$ cat src/rtl/gng_sign_split.sv
// gng_sign_split
// Converts 16-bit two's-complement noise samples into sign-magnitude form.
// Results are queued in a small FIFO with valid/ready handshakes on both
// sides. Running statistics (sample count, negative count, peak magnitude)
// are kept alongside and can be cleared at any time.
//
// Ports
//   clk, rst      : clock and synchronous active-high reset
//   in_valid      : upstream sample valid
//   in_ready      : FIFO has room (registered state only)
//   in_data       : two's-complement sample
//   out_valid     : FIFO head valid
//   out_ready     : downstream accepts head
//   out_sign      : head sign, 1 = negative
//   out_mag       : head unsigned magnitude
//   clr_stats     : synchronous clear of statistics
//   sample_count  : accepted samples, saturating
//   neg_count     : accepted negative samples, saturating
//   peak_mag      : largest magnitude accepted
module gng_sign_split #(
   parameter int W     = 16,
   parameter int DEPTH = 4,
   parameter int CNT_W = 16
) (
   input  logic             clk,
   input  logic             rst,
   input  logic             in_valid,
   output logic             in_ready,
   input  logic [W-1:0]     in_data,
   output logic             out_valid,
   input  logic             out_ready,
   output logic             out_sign,
   output logic [W-1:0]     out_mag,
   input  logic             clr_stats,
   output logic [CNT_W-1:0] sample_count,
   output logic [CNT_W-1:0] neg_count,
   output logic [W-1:0]     peak_mag
);

   localparam int AW = (DEPTH > 1) ? $clog2(DEPTH) : 1;
   localparam logic [AW:0] DEPTH_CNT = (AW+1)'(DEPTH);

   logic          mem_sign [DEPTH];
   logic [W-1:0]  mem_mag  [DEPTH];
   logic [AW-1:0] wr_ptr;
   logic [AW-1:0] rd_ptr;
   logic [AW:0]   count;

   logic          push;
   logic          pop;
   logic          in_sign;
   logic [W-1:0]  in_mag;

   logic [CNT_W-1:0] sample_next;
   logic [CNT_W-1:0] neg_next;
   logic [W-1:0]     peak_next;

   // Handshake and conversion. The most negative input negates to itself,
   // which read as unsigned is exactly its magnitude, so no saturation.
   always_comb begin
      in_ready  = (count < DEPTH_CNT);
      out_valid = (count != '0);
      push      = in_valid && in_ready;
      pop       = out_valid && out_ready;
      in_sign   = in_data[W-1];
      in_mag    = in_sign ? (~in_data + W'(1)) : in_data;
      out_sign  = mem_sign[rd_ptr];
      out_mag   = mem_mag[rd_ptr];
   end

   // Storage is written only at the tail, and only when there is room, so the
   // head entry can never change underneath a stalled consumer.
   always_ff @(posedge clk) begin
      if (rst) begin
         for (int i = 0; i < DEPTH; i++) begin
            mem_sign[i] <= 1'b0;
            mem_mag[i]  <= '0;
         end
      end else if (push) begin
         mem_sign[wr_ptr] <= in_sign;
         mem_mag[wr_ptr]  <= in_mag;
      end
   end

   // Pointers wrap naturally because DEPTH is a power of two; the occupancy
   // count stays put when a push and a pop land in the same cycle.
   always_ff @(posedge clk) begin
      if (rst) begin
         wr_ptr <= '0;
         rd_ptr <= '0;
         count  <= '0;
      end else begin
         if (push) wr_ptr <= wr_ptr + AW'(1);
         if (pop)  rd_ptr <= rd_ptr + AW'(1);
         case ({push, pop})
            2'b10:   count <= count + (AW+1)'(1);
            2'b01:   count <= count - (AW+1)'(1);
            default: count <= count;
         endcase
      end
   end

   // A clear zeroes the statistics first and a push in the same cycle is then
   // applied on top of the cleared values.
   always_comb begin
      sample_next = clr_stats ? '0 : sample_count;
      neg_next    = clr_stats ? '0 : neg_count;
      peak_next   = clr_stats ? '0 : peak_mag;
      if (push) begin
         if (sample_next != '1)           sample_next = sample_next + CNT_W'(1);
         if (in_sign && neg_next != '1)   neg_next    = neg_next + CNT_W'(1);
         if (in_mag > peak_next)          peak_next   = in_mag;
      end
   end

   // Statistics registers.
   always_ff @(posedge clk) begin
      if (rst) begin
         sample_count <= '0;
         neg_count    <= '0;
         peak_mag     <= '0;
      end else begin
         sample_count <= sample_next;
         neg_count    <= neg_next;
         peak_mag     <= peak_next;
      end
   end

endmodule

$ cat config.mk
export PLATFORM = sky130hd
export DESIGN_NAME = gng_sign_split
export DESIGN_NICKNAME = d
export VERILOG_FILES = /design/src/rtl/gng_sign_split.sv
export SDC_FILE = /design/constraint.sdc
export NUM_CORES = 1
export LEC_CHECK = 0
export ABC_AREA = 1
export CAP_MARGIN = 5
export CORE_ASPECT_RATIO = 0.75
export CORE_MARGIN = 8
export CORE_UTILIZATION = 40
export CTS_BUF_LIST = sky130_fd_sc_hd__clkbuf_8
export DETAILED_ROUTE_END_ITERATION = 10
export PLACE_DENSITY = 0.62
export SLEW_MARGIN = 10
export SYNTH_ARGS = -nofsm -noshare
export SYNTH_HDL_FRONTEND = slang
export SYNTH_SLANG_ARGS = --single-unit
$ cat constraint.sdc
create_clock -name clk -period 2.8 [get_ports clk]
set_clock_uncertainty 0.2 [all_clocks]
set_input_delay 0.56 -clock clk [delete_from_list [all_inputs] [get_ports clk]]
set_output_delay 0.56 -clock clk [all_outputs]
set_load 0.02 [all_outputs]
==> impl_results.md <==
- Status: finished clean
- Maximum number of pins on one net before global-route repair: 31
- Proportion of synthesized chip area in sequential cells: 46.6%
- Worst max-slew margin expressed relative to the limit: 76.9%
- Min cycle time layout: ~2.7 ns
- Final Net Count: approximately 1100
- Cell depth of the worst min-delay path: 2
- CTS Root Cell: sky130_fd_sc_hd__clkbuf_8
- Num ports: 88
- Unique cell type count in the Yosys netlist: 38
- Setup violations, final: 0
- Required time at the worst-slack endpoint: 2.93 ns
- Weighted congestion at the end of routability-driven global placement: 0.837
- Cell count after synthesis: 886
- Detailed placer's ending HPWL: approximately 13000 um
- Clk slew on worst S/H paths: about 0.070 ns
- Die span in y: around 130 um
- Count of maximum capacitance violations: 0
- Post-DR vias/cell: 4.89
- Tcrit/Tclk final: slightly below 100%
- Number of design rule violations left after detail routing: 0
- Primary FF master, synth: sky130_fd_sc_hd__edfxtp_1
- Count of flip-flops with a built-in enable after synthesis: between 60 and 70
- Core area: roughly 17000 um^2
- Total Power Consumption: approximately 0.0055 W
- Cell count of the worst reg-to-reg path: 10
- Avg Synthesized Cell Area: between 7 and 8 um^2
- Global-route wire length before repair: around 30000 um
- Area leader, netlist: sky130_fd_sc_hd__edfxtp_1
- # clock sinks: 125
- CTS Buf Count: 17
- Overall Global Routing Usage: between 10% and 20%
- Effective utilization at floorplan: 40.7%
- Number of violations reported at the end of detailed-routing iteration 0: 393
- Area enclosed by the die boundary: 21500 um^2
- Hold/Removal Path Class: register to register
- Worst Path Class, Setup: input port to register
- Seq cells post-synth: about 130
- Post-synthesis cell area: 6830 um^2
- Total number of H-tree levels: 4
- Maximum fanout along the worst path: 6
- Number of max-slew violations in the final report: 0
- Post-detailed-route count of antenna-violating nets: 0
- Worst-Skew Late Latency: between 0.4 and 0.5 ns
- Max Root-Sink Buffers: 2
- TritonCTS clock tree: yes
- First-pass iteration count of the detailed router: 5
- Share of post-route cells with drive strength above 1: between 20% and 30%
- Total global routing overflow: 0
- Count of synthesis-stage warnings from yosys: 0
- Crit-path max cell delay: about 0.42 ns
- DR vias: about 6300
- Category of the worst setup path launch point: input port
- Average detailed-routed wire length per instance: 14.8 um
- Via count of the first global-routing pass: about 5700
- Count of final hold-check violations: 0
- Commonest cells after routing, fill and taps aside: 196 x sky130_fd_sc_hd__nor2_1, 165 x sky130_fd_sc_hd__nand2_1, 98 x sky130_fd_sc_hd__buf_4, 76 x sky130_fd_sc_hd__inv_1, 68 x sky130_fd_sc_hd__edfxtp_1
- Antenna Diode Count: 0
- Worst slack on hold paths: around 0.26 ns
- Least-Margin Pin Slew: about 0.34 ns
- Synth-to-Final Area Change: 36.0%
- Peak Freq: roughly 0.37 GHz
- Initial antenna violation count: 0
- Routed wire length: roughly 19000 um
- Asr flop ratio synth: 0%
- Setup repair after global routing missed its margin: yes
- Leak: between 3 and 4 nW
- Data arrival time of the critical path: ~2.9 ns
- Most common cell after layout, fill and taps aside: sky130_fd_sc_hd__nor2_1
- Cell types with the largest area share after synthesis: sky130_fd_sc_hd__edfxtp_1 30%, sky130_fd_sc_hd__dfxtp_1 17%, sky130_fd_sc_hd__nor2_1 11%
- Row count: between 40 and 50
- Max rail drop VDD: 0.318 mV
- Post-synthesis net count: approximately 930
- Kind of capture point of the worst setup path: register
- Number of input and output port buffers inserted: slightly below 90
- P per Cell Area: between 500 and 600 nW/um^2
- Master of the slowest instance on the critical path: sky130_fd_sc_hd__clkdlybuf4s50_1
- Critical path cell sequence: clkdlybuf4s50_1, nor2_1, nand2_1, o21ai_1, nand2_2, xor2_2, ha_1, nand2_1, nor2_2, nand2_2, nor2_4, nor2_4, buf_4, a21boi_1, nor2_1
- Synth top area share: 29.9%
- Die width: about 170 um
[state kept, by name, summed over array words and instances, names as in the netlist, named ones only]
signal,flops
count,3
mem_mag,64
mem_sign,4
neg_count,16
peak_mag,16
rd_ptr,2
sample_count,16
wr_ptr,2
[through the flow]
| stage | TNS, ns | cell area, um^2 | util (%) | worst slack, ns | std cells |
|---|---|---|---|---|---|
| after floorplan | -0.00306 | 6860 | - | -0.000612 | 886 |
| after global placement | -12.21 | 8620 | 51.4 | -0.574 | 1255 |
| after detailed placement | -13.42 | 8620 | 51.4 | -0.649 | 1255 |
| after CTS | -0.00116 | 9080 | 54.1 | -0.00116 | 1290 |
| after global routing | -0.399 | 9280 | 55.3 | -0.0653 | 1293 |
| final | 0 | 9280 | 55.3 | 0.0749 | 1293 |
[kinds of logic after synthesis]
group / Yosys count / synth area share, %
xor+xnor: 5 / 0.641
compound gates: 125 / 10.0
buf+inv: 119 / 7.62
simple gates: 491 / 31.1
flops: 125 / 46.6
fa+ha+maj: 21 / 3.96
[worst max-delay path, delay by kind of cell]
kind | cells | cell delay [ns]
adders and majority gates | 1 | 0.27
and+or+nand+nor | 9 | 0.88
xor gates and xnor gates | 1 | 0.17
AOI/OAI and AO/OA | 2 | 0.37
buffers and inverters | 2 | 0.59
[area by class of cell]
type	instances	area [um^2]
Clock inverter	15	135
Sequential cell	125	3180
Timing Repair Buffer	197	1790
Multi-Input combinational cell	642	3360
Fill cell	1535	7490
Tap cell	215	269
Clock buffer	17	234
Inverter	82	318
[synthesized netlist by cell type, types with 2 or more instances]
cell type / number
sky130_fd_sc_hd__o22ai_1: 17
sky130_fd_sc_hd__nor3_2: 2
sky130_fd_sc_hd__buf_12: 2
sky130_fd_sc_hd__nor2_2: 10
sky130_fd_sc_hd__a21oi_1: 24
sky130_fd_sc_hd__o21ai_0: 62
sky130_fd_sc_hd__inv_2: 3
sky130_fd_sc_hd__nor2_4: 4
sky130_fd_sc_hd__ha_1: 20
sky130_fd_sc_hd__nor2_1: 207
sky130_fd_sc_hd__a21boi_0: 13
sky130_fd_sc_hd__nand3b_1: 6
sky130_fd_sc_hd__nand3_2: 4
sky130_fd_sc_hd__inv_1: 77
sky130_fd_sc_hd__nand4_1: 10
sky130_fd_sc_hd__dfxtp_1: 57
sky130_fd_sc_hd__clkbuf_1: 17
sky130_fd_sc_hd__o21ai_1: 6
sky130_fd_sc_hd__a21o_1: 2
sky130_fd_sc_hd__nand2_1: 178
sky130_fd_sc_hd__buf_2: 12
sky130_fd_sc_hd__nand2_4: 2
sky130_fd_sc_hd__nor3_1: 12
sky130_fd_sc_hd__buf_1: 3
sky130_fd_sc_hd__nand2_2: 8
sky130_fd_sc_hd__nand3_1: 45
sky130_fd_sc_hd__xor2_1: 4
sky130_fd_sc_hd__edfxtp_1: 68
sky130_fd_sc_hd__buf_6: 2
[metal layers]
layer / global-route usage (%) / part of all wire [%] / wire [um]
met5: 0 / 0 / 0
met4: 4.07 / 0.75 / 144
met3: 4.77 / 7.1 / 1350
met2: 26.3 / 44 / 8390
met1: 23.9 / 48 / 9200
[path summary, 6_finish.rpt]
path,startpoint,end,slack [ns]
worst min register to register,rd_ptr[1],register,0.26
worst max-delay path,in_data[12],peak_mag[13],0.07
worst max register to register,peak_mag[5],peak_mag[13],0.69
worst min-delay path,rd_ptr[1],register,0.26
[where the power goes]
part / total [W] / switching [W] / internal [W]
Combinational: 0.00184 / 0.00109 / 0.000752
Clock: 0.00149 / 0.000722 / 0.000770
Sequential: 0.00219 / 0.0000872 / 0.00210
[repair_timing]
| action | CTS | global route |
|---|---|---|
| pin swaps | 8 | 22 |
| cloned | 2 | 1 |
| buffers inserted | 1 | 2 |
| hold endpoints to repair | 0 | 0 |
| setup endpoints to repair | 33 | 17 |
| resized for setup | 55 | 50 |
| hold buffers | 0 | 0 |
No activity file was read; power rests on OpenSTA's default activity.
